[src/rtl/multicycle_sequencer.sv]
// Multi-cycle control sequencer for the 8-bit datapath: owns PC and IR, fetches
// over a req/ack handshake, and steps FETCH -> DECODE -> EXEC -> WB.
module multicycle_sequencer #(
    parameter int PC_W          = 4,
    parameter int CNT_W         = 16,
    parameter int FETCH_TIMEOUT = 15
) (
    input  logic             clk,
    input  logic             rst,
    input  logic             run,
    input  logic             step,
    output logic             imem_req,
    output logic [PC_W-1:0]  imem_addr,
    input  logic             imem_ack,
    input  logic [7:0]       imem_data,
    output logic [7:0]       ir,
    output logic [2:0]       alu_op,
    output logic             rf_we,
    output logic [PC_W-1:0]  pc,
    output logic [2:0]       state,
    output logic             halted,
    output logic             fault,
    output logic [CNT_W-1:0] retire_cnt
);

    localparam logic [2:0] S_IDLE   = 3'd0;
    localparam logic [2:0] S_FETCH  = 3'd1;
    localparam logic [2:0] S_DECODE = 3'd2;
    localparam logic [2:0] S_EXEC   = 3'd3;
    localparam logic [2:0] S_WB     = 3'd4;
    localparam logic [2:0] S_FAULT  = 3'd5;

    localparam logic [7:0] TIMEOUT_LAST = 8'(FETCH_TIMEOUT - 1);

    logic       step_flag;
    logic [7:0] fetch_cnt;
    logic [2:0] alu_dec;

    always_comb begin
        alu_dec = 3'b000;
        case (ir[7:6])
            2'b00:   alu_dec = 3'b001;
            2'b01:   alu_dec = 3'b010;
            2'b10:   alu_dec = 3'b011;
            default: alu_dec = 3'b000;
        endcase
    end

    always_ff @(posedge clk) begin
        if (rst) begin
            state      <= S_IDLE;
            pc         <= '0;
            ir         <= '0;
            retire_cnt <= '0;
            alu_op     <= '0;
            step_flag  <= 1'b0;
            fetch_cnt  <= '0;
        end else begin
            case (state)
                S_IDLE: begin
                    if (run) begin
                        state     <= S_FETCH;
                        step_flag <= 1'b0;
                    end else if (step) begin
                        state     <= S_FETCH;
                        step_flag <= 1'b1;
                    end
                end
                S_FETCH: begin
                    if (imem_ack) begin
                        ir        <= imem_data;
                        fetch_cnt <= '0;
                        state     <= S_DECODE;
                    end else if (fetch_cnt == TIMEOUT_LAST) begin
                        fetch_cnt <= '0;
                        state     <= S_FAULT;
                    end else begin
                        fetch_cnt <= fetch_cnt + 8'd1;
                    end
                end
                S_DECODE: begin
                    alu_op <= alu_dec;
                    state  <= S_EXEC;
                end
                S_EXEC: begin
                    if (ir[7:6] == 2'b11) begin
                        pc     <= '0;
                        alu_op <= '0;
                        if (retire_cnt != '1)
                            retire_cnt <= retire_cnt + 1'b1;
                        if (run && !step_flag) begin
                            state <= S_FETCH;
                        end else begin
                            state     <= S_IDLE;
                            step_flag <= 1'b0;
                        end
                    end else begin
                        state <= S_WB;
                    end
                end
                S_WB: begin
                    pc     <= pc + 1'b1;
                    alu_op <= '0;
                    if (retire_cnt != '1)
                        retire_cnt <= retire_cnt + 1'b1;
                    if (run && !step_flag) begin
                        state <= S_FETCH;
                    end else begin
                        state     <= S_IDLE;
                        step_flag <= 1'b0;
                    end
                end
                S_FAULT: begin
                    state <= S_FAULT;
                end
                default: begin
                    state <= S_IDLE;
                end
            endcase
        end
    end

    // Strobes decode from the state register only, so no input reaches an output.
    assign imem_req  = (state == S_FETCH);
    assign imem_addr = pc;
    assign rf_we     = (state == S_WB);
    assign halted    = (state == S_IDLE);
    assign fault     = (state == S_FAULT);

endmodule

[config.mk]
export PLATFORM = sky130hd
export DESIGN_NAME = multicycle_sequencer
export DESIGN_NICKNAME = d
export VERILOG_FILES = /design/src/rtl/multicycle_sequencer.sv
export SDC_FILE = /design/constraint.sdc
export NUM_CORES = 1
export LEC_CHECK = 0
export BUFFER_PORTS_ARGS = -buffer_cell sky130_fd_sc_hd__buf_2
export CAP_MARGIN = 10
export CORE_MARGIN = 3
export CORE_UTILIZATION = 53
export CTS_BUF_LIST = sky130_fd_sc_hd__clkbuf_4 sky130_fd_sc_hd__clkbuf_8 sky130_fd_sc_hd__clkbuf_16
export CTS_CLUSTER_SIZE = 20
export DETAILED_ROUTE_END_ITERATION = 7
export GPL_TIMING_DRIVEN = 0
export PLACE_DENSITY = 0.79
export SLEW_MARGIN = 5
export SYNTH_ARGS = -nofsm -noshare
export SYNTH_HDL_FRONTEND = slang
export SYNTH_SLANG_ARGS = --single-unit
[constraint.sdc]
create_clock -name clk -period 2.7 [get_ports clk]
set_input_delay 0.54 -clock clk [delete_from_list [all_inputs] [get_ports clk]]
set_output_delay 0.54 -clock clk [all_outputs]
set_load 0.02 [all_outputs]
==> impl_metrics.toml <==
[run_status]
status = "completed"

[hold_path]
hp-class = "flop to flop"

[die]
die-area_sq_um = 5020
die_w_um = 70.8
rows = 22
core_sq_um = 3850
io_pins = 55
initial_core_util = 0.578
die_h_um = 70.8

[power]
powerDensity_nw_per_um2 = 501
p_leak_nw = 1.14
worst_ir_drop_vdd_mv = 0.349

[final_layout]
fin_cells = 375
fillers = 340
antenna_cells = 0
layout_commonest_cell = "buf_2"
areaGrowthSynthToFinish_pct = 19.5
final_cell_mix = "57 x buf_2, 42 x dfxtp_1, 35 x nand2_1"
regArea_sq_um = 841
drive_gt1_frac = 0.245
utilization = 0.691
multi_input_area_sq_um = 1240
nets = 346

[grt]
track_usage = 0.213
grt_antenna_before_repair = 0
grt_pass1_vias = 1966
grt_max_degree = 13
grt_pass1_wl_um = 8850
grt.overflow.total = 0

[job]
drv_cap = 0

[clocking]
clk_pin_slew_ps = 70
clk-insertion-delay-late_ps = 300
cts_made_buffers = 5
clock_sinks = 42
cts_root_buffer = "clkbuf_8"
cts_tree = "done"
cts_resized = 0
hold_buffers = 0
cts_setup_buffers = 0
ctsHtreeMaxLevel = 2
clk_path_buf_depth = 2

[critical_path]
worstPathCellList = "or3b_4 -> inv_2 -> buf_2"
cp.required_ps = 2160
worstSetupPathType = "flop to output pin"
start_kind = "flop"
crit_fanout = 9
end_kind = "output pin"
critPathArrivalTime_ps = 1590
crit_path_top_delay_cell = "dfxtp_1"
max_stage_delay_ps = 470

[sta]
finalSetupViolCount = 0
finalCritPeriodShare = 0.790
finalMaxSlewViolations = 0
worst_pin_slew_ps = 544
fin_skew_ps = 8.18
final.setup.tns_ps = 0
rsz0062_at_grt = "no"
max_slew_margin = 0.637
finalHoldViolations = 0
layout_min_cycle_time_ps = 2130
fmax_ghz = 0.469

[drt]
drc = 0
viasPerCell = 5.66
ant_nets = 0
drt_iter0_markers = 158
via_count = 2122
wirelength_um = 5210
drtPass1Iterations = 4
wl_per_cell_um = 13.9

[synth]
synth_nets = 286
syn_avg_cell_area_sq_um = 8.38
synth.area.top_cells = "dfxtp_1 38%, a21oi_1 6.5%, nand2_1 5.9%"
ys_ff_latch = 42
netlist.top_cell.by_area = "dfxtp_1"
synth_enable_flop_cells = 0
syn_area_sq_um = 2230
synth-seq-area-share = 0.377
synth_top_area_frac = 0.377
yosys_warnings = 0
ys_types = 44
async_reset_ff_frac = 0
synth_ff_type = "dfxtp_1"
synthCells = 266

[place]
numPortBuffers = 53
placedCellCount = 367
hpwl_um = 3690
finalWeightedCongestion = 0.799
cell families (layout without fill, tap and decap cells):
| family | count (synthesis) | in the layout | share of synthesized area |
|---|---|---|---|
| flops | 42 | 42 | 0.377 |
| other cells | 1 | 1 | 0.00168 |
| mux | 7 | 7 | 0.0348 |
| buf+inv | 30 | 91 | 0.0679 |
| compound gates | 62 | 62 | 0.185 |
| fa+ha+maj | 7 | 7 | 0.0393 |
| simple gates | 117 | 117 | 0.294 |
critical path: cells and delay by family, from the launching register on:
kind	cells	cell delay (ps)
simple gates	1	460
flops	1	470
buf+inv	2	370
final timing paths:
path                                       startpoint                          end  slack (ps)  cells after the start
worst max register to register  state[2]$_SDFFE_PP0P_  retire_cnt[14]$_SDFFE_PP0P_         640                      6
worst min-delay path               ir[4]$_SDFFE_PP0P_           ir[4]$_SDFFE_PP0P_         460                      2
worst min register to register     ir[4]$_SDFFE_PP0P_           ir[4]$_SDFFE_PP0P_         460                      2
worst max-delay path            state[0]$_SDFFE_PP0P_                     imem_req         570                      3
stage by stage:
stage                     hold slack [ps]  cell area [sq um]  worst slack [ps]  power (mW)
after floorplan                       451               2230               672       0.812
after global placement                441               2550               665       0.871
after detailed placement              446               2550               651       0.877
after CTS                             458               2660               564        1.34
after global routing                  469               2660               499        1.40
final                                 458               2660               566        1.34
area by class of cell:
class,count,share of cell area
buffer,20,0.0427
clock buffer,8,0.0413
timing repair buffer,53,0.0996
sequential,42,0.316
tap,48,0.0225
inverter,10,0.0141
multi-input combinational,194,0.464
state kept, by name, summed over array words and instances (netlist names):
register,flops
step_flag,1
alu_op,2
retire_cnt,16
fetch_cnt,8
state,3
imem_addr,4
ir,8
synthesized netlist by cell type, types with 2 or more instances:
library cell / n
or3b_4: 2
a21oi_1: 29
and2_1: 5
and3_1: 6
buf_6: 2
clkbuf_1: 9
buf_4: 5
ha_1: 7
nand2_1: 35
or2b_1: 3
inv_2: 2
nor4_2: 3
nor4b_1: 2
nand3b_1: 4
o31a_1: 2
o21ai_1: 4
or4_1: 7
and4_1: 4
o31ai_1: 7
dfxtp_1: 42
buf_2: 4
nor2b_1: 7
nand4_1: 2
nor2_1: 19
a31oi_1: 3
a311oi_1: 6
nor3_1: 3
a211oi_1: 3
nor4_1: 5
nand3_1: 5
a22oi_1: 2
a41oi_1: 3
inv_1: 8
mux2_1: 6
report_power, final:
part / internal (mW) / switching, mW / total [mW] / leakage (nW)
sequential: 0.637 / 0.0182 / 0.656 / 0.340
combinational: 0.0766 / 0.133 / 0.210 / 0.740
clock: 0.258 / 0.213 / 0.471 / 0.0575
total: 0.972 / 0.364 / 1.34 / 1.14
metal layers:
metal / vias up / part of all wire / GRT usage
li1: 1077 / - / -
met1: 991 / 0.48 / 0.273
met2: 47 / 0.46 / 0.348
met3: 7 / 0.049 / 0.0554
met4: 0 / 0.013 / 0.0710
met5: - / 0 / 0
Power figures use the tool's default switching activity.
